===== config.mk =====
export PLATFORM = sky130hd
export DESIGN_NAME = fifo_uart_tx_flat
export DESIGN_NICKNAME = d
export VERILOG_FILES = /design/src/rtl/fifo_uart_tx_if.sv /design/src/rtl/fifo_uart_tx.sv /design/src/flat_wrapper.sv
export SDC_FILE = /design/constraint.sdc
export NUM_CORES = 1
export LEC_CHECK = 0
export ABC_AREA = 1
export ABC_CLOCK_PERIOD_IN_PS = 2500
export BUFFER_PORTS_ARGS = -buffer_cell sky130_fd_sc_hd__clkbuf_2
export CAP_MARGIN = 20
export CORE_MARGIN = 4
export CORE_UTILIZATION = 58
export CTS_CLUSTER_DIAMETER = 120
export DETAILED_ROUTE_END_ITERATION = 12
export GPL_TIMING_DRIVEN = 0
export PLACE_DENSITY = 0.76
export SETUP_SLACK_MARGIN = 0.1
export SYNTH_ARGS = -nofsm -noshare
export SYNTH_HDL_FRONTEND = slang
export SYNTH_SLANG_ARGS = --single-unit

===== constraint.sdc =====
create_clock -name clk -period 2.5 [get_ports clk]
set_input_delay 0.25 -clock clk [delete_from_list [all_inputs] [get_ports clk]]
set_output_delay 0.25 -clock clk [all_outputs]
set_load 0.01 [all_outputs]

===== src/rtl/fifo_uart_tx_if.sv =====
// Read port of bram_fifo as seen by the consumer that drains it.
// Latency: fifo_rd_data is valid the cycle after fifo_rd_en; the interface has no storage.
// Backpressure: the consumer pops only while fifo_empty is low; there is no ready signal toward the FIFO.
//
// Signals:
//   fifo_rd_en    consumer -> FIFO, single-cycle pop strobe
//   fifo_rd_data  FIFO -> consumer, read data
//   fifo_empty    FIFO -> consumer, empty flag
// Modports: master = consumer (fifo_uart_tx), slave = FIFO side.
interface fifo_uart_tx_if #(
  parameter int DATA_WIDTH = 8
);
  logic                  fifo_rd_en;
  logic [DATA_WIDTH-1:0] fifo_rd_data;
  logic                  fifo_empty;

  modport master (
    output fifo_rd_en,
    input  fifo_rd_data,
    input  fifo_empty
  );

  modport slave (
    input  fifo_rd_en,
    output fifo_rd_data,
    output fifo_empty
  );
endinterface


===== src/rtl/fifo_uart_tx.sv =====
// Drains bytes from a bram_fifo read port and sends each one as a UART frame on tx (8N1 by default).
// Latency: tx falls on the 3rd edge, counting the IDLE edge that sees en=1 and a non-empty FIFO.
// Backpressure: pops only while fifo_empty=0, one byte per frame; en gates only the start of a new frame.
//
// Ports:
//   clk, rst     clock and synchronous active-high reset
//   en           drain enable, looked at only when a new frame could start
//   fifo         fifo_uart_tx_if.master: fifo_rd_en out, fifo_rd_data / fifo_empty in
//   tx           serial line, idles high
//   busy         high in every state except IDLE
//   tx_done      one-cycle pulse on the last cycle of the stop bit
//   frame_count  frames completed since reset, wraps silently
//
// Build option: define FIFO_UART_TX_PARITY_EN to add a parity bit between the data bits and the stop bit.
//   The parity bit is even when PARITY_ODD=0 and odd when PARITY_ODD=1. Without the macro, PARITY_ODD has no effect.
module fifo_uart_tx #(
  parameter int DATA_WIDTH   = 8,
  parameter int CLKS_PER_BIT = 868,
  parameter int PARITY_ODD   = 0,
  parameter int CNT_WIDTH    = 16
) (
  input  logic                 clk,
  input  logic                 rst,
  input  logic                 en,
  fifo_uart_tx_if.master       fifo,
  output logic                 tx,
  output logic                 busy,
  output logic                 tx_done,
  output logic [CNT_WIDTH-1:0] frame_count
);

  localparam int BAUD_W = (CLKS_PER_BIT > 1) ? $clog2(CLKS_PER_BIT) : 1;
  localparam int BIT_W  = (DATA_WIDTH > 1) ? $clog2(DATA_WIDTH) : 1;
  localparam logic [BAUD_W-1:0] BAUD_LAST = BAUD_W'(CLKS_PER_BIT - 1);
  localparam logic [BIT_W-1:0]  BIT_LAST  = BIT_W'(DATA_WIDTH - 1);

  // A single-cycle bit cannot be told apart from the stop-bit pulse logic.
  if (CLKS_PER_BIT < 2 || PARITY_ODD < 0 || PARITY_ODD > 1) begin : g_param_check
    $error("fifo_uart_tx: CLKS_PER_BIT must be >= 2 and PARITY_ODD must be 0 or 1");
  end

`ifdef FIFO_UART_TX_PARITY_EN
  typedef enum logic [2:0] {
    S_IDLE, S_READ, S_LOAD, S_START, S_DATA, S_PARITY, S_STOP
  } state_t;
`else
  typedef enum logic [2:0] {
    S_IDLE, S_READ, S_LOAD, S_START, S_DATA, S_STOP
  } state_t;
`endif

  state_t                state, state_nxt;
  logic [BAUD_W-1:0]     baud_cnt, baud_nxt;
  logic [BIT_W-1:0]      bit_cnt, bit_nxt;
  logic [DATA_WIDTH-1:0] data_q, data_nxt;
  logic                  rd_en_q;
  logic                  tx_nxt;
  logic                  rd_en_nxt;
  logic                  busy_nxt;
  logic                  tx_done_nxt;
  logic                  bit_end;
  logic                  can_start;

  assign bit_end   = (baud_cnt == BAUD_LAST);
  assign can_start = en && !fifo.fifo_empty;

  assign fifo.fifo_rd_en = rd_en_q;

`ifdef FIFO_UART_TX_PARITY_EN
  localparam logic PAR_SENSE = (PARITY_ODD != 0);
  logic parity_bit;
  // The byte stays in data_q for the whole frame, so parity is a plain XOR reduction.
  assign parity_bit = (^data_q) ^ PAR_SENSE;
`endif

  always_comb begin
    state_nxt = state;
    baud_nxt  = baud_cnt;
    bit_nxt   = bit_cnt;
    data_nxt  = data_q;

    case (state)
      S_IDLE: begin
        if (can_start) begin
          state_nxt = S_READ;
        end
      end

      S_READ: begin
        state_nxt = S_LOAD;
      end

      // The FIFO presents the popped byte during this cycle.
      S_LOAD: begin
        state_nxt = S_START;
        data_nxt  = fifo.fifo_rd_data;
        baud_nxt  = '0;
        bit_nxt   = '0;
      end

      S_START: begin
        if (bit_end) begin
          state_nxt = S_DATA;
          baud_nxt  = '0;
        end else begin
          baud_nxt = baud_cnt + 1'b1;
        end
      end

      S_DATA: begin
        if (bit_end) begin
          baud_nxt = '0;
          if (bit_cnt == BIT_LAST) begin
            bit_nxt = '0;
`ifdef FIFO_UART_TX_PARITY_EN
            state_nxt = S_PARITY;
`else
            state_nxt = S_STOP;
`endif
          end else begin
            bit_nxt = bit_cnt + 1'b1;
          end
        end else begin
          baud_nxt = baud_cnt + 1'b1;
        end
      end

`ifdef FIFO_UART_TX_PARITY_EN
      S_PARITY: begin
        if (bit_end) begin
          state_nxt = S_STOP;
          baud_nxt  = '0;
        end else begin
          baud_nxt = baud_cnt + 1'b1;
        end
      end
`endif

      // Going straight to READ is what gives the CLKS_PER_BIT+2 high gap between back-to-back frames.
      S_STOP: begin
        if (bit_end) begin
          baud_nxt  = '0;
          state_nxt = can_start ? S_READ : S_IDLE;
        end else begin
          baud_nxt = baud_cnt + 1'b1;
        end
      end

      default: begin
        state_nxt = S_IDLE;
        baud_nxt  = '0;
        bit_nxt   = '0;
      end
    endcase

    // All outputs are registered, so they are decoded from the next state.
    tx_nxt = 1'b1;
    case (state_nxt)
      S_START:  tx_nxt = 1'b0;
      S_DATA:   tx_nxt = data_nxt[bit_nxt];
`ifdef FIFO_UART_TX_PARITY_EN
      S_PARITY: tx_nxt = parity_bit;
`endif
      default:  tx_nxt = 1'b1;
    endcase

    // READ is entered only from a decision that saw fifo_empty=0.
    rd_en_nxt = (state_nxt == S_READ);
    busy_nxt  = (state_nxt != S_IDLE);
    // The baud counter is 0 on the first STOP cycle, so this fires only on the last STOP cycle.
    tx_done_nxt = (state_nxt == S_STOP) && (baud_nxt == BAUD_LAST);
  end

  always_ff @(posedge clk) begin
    if (rst) begin
      state       <= S_IDLE;
      baud_cnt    <= '0;
      bit_cnt     <= '0;
      data_q      <= '0;
      tx          <= 1'b1;
      rd_en_q     <= 1'b0;
      busy        <= 1'b0;
      tx_done     <= 1'b0;
      frame_count <= '0;
    end else begin
      state    <= state_nxt;
      baud_cnt <= baud_nxt;
      bit_cnt  <= bit_nxt;
      data_q   <= data_nxt;
      tx       <= tx_nxt;
      rd_en_q  <= rd_en_nxt;
      busy     <= busy_nxt;
      tx_done  <= tx_done_nxt;
      if (tx_done_nxt) begin
        frame_count <= frame_count + 1'b1;
      end
    end
  end

endmodule


===== src/flat_wrapper.sv =====
// flat-port wrapper written by rule: the top's interface ports become plain ports
module fifo_uart_tx_flat 
#(
  parameter int DATA_WIDTH   = 8,
  parameter int CLKS_PER_BIT = 868,
  parameter int PARITY_ODD   = 0,
  parameter int CNT_WIDTH    = 16
)
  (clk, rst, en, tx, busy, tx_done, frame_count, fifo_fifo_rd_en, fifo_fifo_rd_data, fifo_fifo_empty);
  fifo_uart_tx_if #(.DATA_WIDTH(DATA_WIDTH)) fifo_i ();
  input  logic clk;
  input  logic rst;
  input  logic en;
  output logic tx;
  output logic busy;
  output logic tx_done;
  output logic [CNT_WIDTH-1:0] frame_count;
  output wire logic [$bits(fifo_i.fifo_rd_en)-1:0] fifo_fifo_rd_en;
  input wire logic [$bits(fifo_i.fifo_rd_data)-1:0] fifo_fifo_rd_data;
  input wire logic [$bits(fifo_i.fifo_empty)-1:0] fifo_fifo_empty;
  assign fifo_fifo_rd_en = fifo_i.fifo_rd_en;
  assign fifo_i.fifo_rd_data = fifo_fifo_rd_data;
  assign fifo_i.fifo_empty = fifo_fifo_empty;
  fifo_uart_tx #(.DATA_WIDTH(DATA_WIDTH), .CLKS_PER_BIT(CLKS_PER_BIT), .PARITY_ODD(PARITY_ODD), .CNT_WIDTH(CNT_WIDTH)) u_core (.clk(clk), .rst(rst), .en(en), .fifo(fifo_i), .tx(tx), .busy(busy), .tx_done(tx_done), .frame_count(frame_count));
endmodule

# Yosys cells after proc, flatten, opt, wreduce, memory -nomap -nowiden

Cells that the tools add are included.

Flip-flop bits (word level): 44
Input bits: 12
Output and inout bits: 20
Logic and storage cells: 49

$add $sub $neg: 3
$lt $le $gt $ge: 1
Eq/ne operators: 12
Multiplexer cells: 16
Reductions and logical operators: 8

Operators with widths:

| cell                                                       | count |
|---|---|
| 2-to-1 mux 3 bit                                           | 7 |
| == test 10 bit, second input constant                      | 2 |
| one-hot mux 10 bit (2 select lines)                        | 1 |
| one-hot mux 3 bit (6 select lines)                         | 1 |
| adder 16 x 1 -> 16 bit, second input constant              | 1 |
| == test 3 bit, second input constant                       | 5 |
| adder 10 x 1 -> 10 bit, second input constant              | 1 |
| 2-to-1 mux 10 bit                                          | 1 |
| == test 3 x 2 -> 1 bit, second input constant              | 3 |
| 2-to-1 mux 8 bit                                           | 1 |
| == test 3 x 1 -> 1 bit, second input constant              | 2 |
| one-hot mux 3 bit (2 select lines)                         | 1 |
| less-than comparator 3 x 4 -> 1 bit, second input constant | 1 |
| OR reduction 4 bit                                         | 1 |
| adder 3 x 1 -> 3 bit, second input constant                | 1 |
| binary-select mux 1 bit (select 3 bit)                     | 1 |
| logical NOT 3 bit                                          | 1 |
| nonzero test 3 bit                                         | 1 |
| OR reduction 3 bit                                         | 1 |
| logical AND 1 bit                                          | 2 |
| 2-to-1 mux 1 bit                                           | 2 |
| one-hot mux 1 bit (2 select lines)                         | 1 |
| OR reduction 2 bit                                         | 1 |
| logical NOT 1 bit                                          | 1 |

# Depth between registers and ports, before layout

Word-level depth: 7
Mapped depth: 15
Depth with buffers taken out: 15

# Worst setup path after synthesis

OpenSTA, ideal clock, no wires.

Path type: flip-flop to flip-flop
Start: register u_core.baud_cnt[1]
End: register u_core.frame_count[8]
Setup time: 0.115 ns
Data arrival time: 1.797 ns
Data required time: 2.385 ns
Path slack: 0.588 ns
Stages on the path, launching flop included: 15
Buffers on the path: 2
Clock period less this slack: 1.912 ns
Path through: dfxtp_1 ha_1 nand2_1 nor2_2 nand3_2 buf_6 nand3_1 nand2_1 nor2_2 nand3_2 nor2_4 buf_6 nand3_1 nand2_1 nor2_1

Longest elaborated chain between the ends: 5
Elaborated cells between the ends (all ways): 11
Classes of those cells: add/sub: 1; eq/ne: 3; mux: 6; reduce/logical: 1

RTL lines:

| what                                                                                             | RTL line                                                      | source |
|---|---|---|
| start, declared                                                                                  | fifo_uart_tx.sv:53                                            | `logic [BAUD_W-1:0] baud_cnt, baud_nxt;` |
| start signal, assigned                                                                           | fifo_uart_tx.sv:187                                           | `baud_cnt <= baud_nxt;` |
| adder 10 x 1 -> 10 bit / == test 10 bit (equally long branches)                                  | n/a                                                           |  |
| 2-to-1 mux 10 bit (tied with other cells)                                                        | fifo_uart_tx.sv:102, fifo_uart_tx.sv:111, fifo_uart_tx.sv:141 |  |
| one-hot mux 10 bit (2 select lines) / one-hot mux 3 bit (6 select lines) (equally long branches) | fifo_uart_tx.sv:82                                            | `case (state)` |
| == test 10 bit / == test 3 bit (equally long branches)                                           | fifo_uart_tx.sv:171                                           | `tx_done_nxt = (state_nxt == S_STOP) && (baud_nxt == BAUD_LAST);` |
| logical AND 1 bit *                                                                              | fifo_uart_tx.sv:171                                           |  |
| end signal, assigned                                                                             | fifo_uart_tx.sv:195                                           | `frame_count <= frame_count + 1'b1;` |
| end, declared                                                                                    | fifo_uart_tx.sv:29                                            | `output logic [CNT_WIDTH-1:0] frame_count` |

Every way passes the cells marked *; elsewhere a longest branch is shown, timed or not.
A chain may end at the register's enable or synchronous reset.

# Worst setup path in the final report

Start: register u_core.baud_cnt[1]
End: register u_core.frame_count[9]

The elaborated chain is that of the path after synthesis.

==> flow_summary_export.csv <==
group,metric,value,unit
synthesis,seq_area_frac_synth,0.345,
clock_network,cts.htree.levels,2,
worst_setup_path,cp_cell_sequence,"ha_2 -> nand2_1 -> nor2_2 -> nand3_2 -> buf_6 -> nand3_1 -> nand2_1 -> nor2_2 -> nand3_2 -> nor2_4 -> buf_6 -> nand3_1 -> nand2_1 -> nor2_1",
clock_network,clock-sinks,44,
clock_network,clock-root-buffer,"clkbuf_8",
global_route,grt_pass1_wl,9990,µm
worst_setup_path,critPathArrivalTime,2380,ps
placement,final_gp_congestion,0.927,
layout,num-nets-final,460,
placement,post-place-ws,139,ps
synthesis,yosys.cell_types.count,28,
hold_path,min-delay-start,"fifo_fifo_rd_data[3]",
synthesis,synthArstFlopShare,0,
placement,placement.io_buffers,30,
floorplan,placementRows,23,
worst_setup_path,worst-endpoint-required,2700,ps
worst_setup_path,timing.critical_path.slowest_stage_cell,"dfxtp_2",
clock_network,worst_skew_pair.late_latency,300,ps
synthesis,syn_area_per_cell,6.27,µm²
global_route,largest_net_degree_at_the_start_of_global_routing,15,
detailed_routing,detail_route.wirelength,5660,µm
job,cap_violations,0,
layout,antennaDiodeCount,0,
timing,slew-limit-headroom,0.641,
worst_setup_path,cp-startpoint,"u_core.baud_cnt[1]",
pwr,p_leak,1.44,nW
worst_setup_path,r2r_slack,320,ps
floorplan,chipWidth,74.4,µm
pwr,cellPowerDensity,461,nW/µm²
synthesis,count_of_yosys_warnings_during_synthesis,0,
global_route,gr-total-overflow,0,
run_status,status,"finished clean",
detailed_routing,dr.pass1.iters,4,
worst_setup_path,critPathMaxFanout,10,
layout,layout.cell_area.non_filler,2880,µm²
clock_network,clkSlewWorstSetupHoldPaths,90,ps
pwr,vdd_drop_max,0.287,mV
layout,area_growth,12.7,%
timing,min_period_over_period,0.873,
timing,final.min_clock_period,2180,ps
layout,finalCoreUtilization,0.700,
detailed_routing,first_iter_violations,185,
worst_setup_path,timing.critical_path.to_type,"flop",
floorplan,floorplan.die.height,74.4,µm
placement,post-place-cells,487,
hold_path,hold_path.class,"input pin to flop",
timing,finalWorstSetupSlack,316,ps
detailed_routing,vias_per_cell,5.21,
detailed_routing,wire_per_inst,11.4,µm
detailed_routing,num_vias,2580,
placement,detailed_place.area,2770,µm²
timing,fin_skew,4.52,ps
synthesis,post_synth_edffs,0,
timing,setup_viol,0,
synthesis,dominant_register_cell_in_the_synthesized_netlist,"dfxtp_1",
placement,post_dp_hpwl,4370,µm
synthesis,postSynthRegisterBits,44,
worst_setup_path,critical-path-top-cell-by-count,"nand2_1",
global_route,number_of_antenna_violations_at_the_first_check_in_global_routing,0,
clock_network,cts_buffer_depth,2,
floorplan,die_area,5530,µm²
synthesis,synth.top_cell.area_share,0.345,
floorplan,initial_utilization,0.621,
worst_setup_path,launching_point_of_the_worst_reg2reg_path,"u_core.baud_cnt[1]",
synthesis,synth.area.top_cells,"dfxtp_1 34%, nand2_1 16%, nor2_1 11%, nand3_1 8.4%, inv_1 7.1%",
synthesis,netlist.top_cell.by_area,"dfxtp_1",
timing,worst_slew_pin_slew,538,ps
timing,final_hold_viol_count,0,
layout,layout-drive-gt1-share,0.148,
global_route,global_route.usage.total,0.227,
synthesis,synthesized_cell_area,2550,µm²
timing,achievable-frequency,458,MHz
timing,timing_max_transition_violations_final,0,
synthesis,post_synthesis_cells,407,
pwr,total_power,1.33,mW
worst_setup_path,worstSetupPathType,"flop to flop",
timing,fin_setup_tns,0,ps
worst_setup_path,cp-start-kind,"flop",
synthesis,syn-num-nets,423,
clock_network,tritoncts,"done",
clock_network,hold_buffers,0,
worst_setup_path,max_stage_delay,370,ps
clock_network,number_of_buffers_created_by_cts,5,
floorplan,top_level_ports,32,
timing,setup_repair_after_global_routing_missed_its_margin,"no",
layout,layoutNonFillerInstCount,495,
detailed_routing,route.detailed.drc,0,
floorplan,floorplan.core_area,4120,µm²
global_route,vias_in_the_first_global_route,2333,
timing,hold-worst-slack,216,ps
detailed_routing,ant_nets,0,
report_power, final:
group	internal [mW]	switching, mW
clock network	0.226	0.252
registers	0.717	0.00821
logic	0.0421	0.0823
total	0.985	0.343
metal layers:
metal,track usage,vias up,part of all wire
li1,-,1361,-
met5,0,-,0
met4,0.0593,0,0.0097
met2,0.385,61,0.46
met1,0.299,1148,0.49
met3,0.0405,10,0.040
cells by family after synthesis:
group                    count (synthesis)  synth area share
AND/OR/NAND/NOR                        260             0.446
AO/OA/AOI/OAI                           30            0.0612
flip-flops                              44             0.345
buffers and inverters                   62             0.101
multiplexers                             5            0.0196
adder cells (fa/ha/maj)                  4            0.0196
XOR/XNOR                                 2           0.00686
flip-flops by register name, summed over array words and instances, names as in the netlist:
register                cells
u_core.baud_cnt            10
u_core.bit_cnt              3
u_core.busy                 1
u_core.data_q               8
u_core.fifo.fifo_rd_en      1
u_core.frame_count         16
u_core.state                3
u_core.tx                   1
u_core.tx_done              1
critical path: cells and delay by family (launching register included):
family,cells,cell delay (ps)
adder cells (fa/ha/maj),1,230
flip-flops,1,370
buffers and inverters,2,360
AND/OR/NAND/NOR,11,1110
path summary, 6_finish.rpt:
path                                               to  cells past startpoint
worst min register to register       u_core.data_q[3]                      2
worst max-delay path            u_core.frame_count[9]                     14
worst min-delay path                 u_core.data_q[3]                      3
worst max register to register  u_core.frame_count[9]                     14
cell usage after synthesis (4+ instances only):
cell      number
ha_1           4
clkbuf_1       4
nand4_1       11
mux2i_1        5
o21ai_0        9
dfxtp_1       44
nand2_1      111
nand3_1       43
nor2_1        77
a21oi_1       19
inv_1         48
final cells by class:
class,instances,area [µm²]
fillers,387,1240
multi-input cells,301,1430
flip-flops and latches,44,882
clock buffers,6,82.6
plain buffers,10,63.8
clock inverters,2,13.8
well taps,50,62.6
inverters,52,195
repair buffers,30,150
cells in the final DEF, fill, tap and decap left out, drive strengths merged:
master,n
a21oi,19
a22oi,1
buf,6
clkbuf,40
clkinv,2
dfxtp,44
ha,4
inv,52
mux2i,5
nand2,115
nand3,46
nand4,12
nor2,82
nor3,4
nor4,1
o21ai,10
xnor2,1
xor2,1
timing repair:
item / in CTS / in global routing
gates resized for setup: 0 / 5
setup buffers: 0 / 0
setup endpoints to repair: 0 / 17
Power figures use the tool's default switching activity.
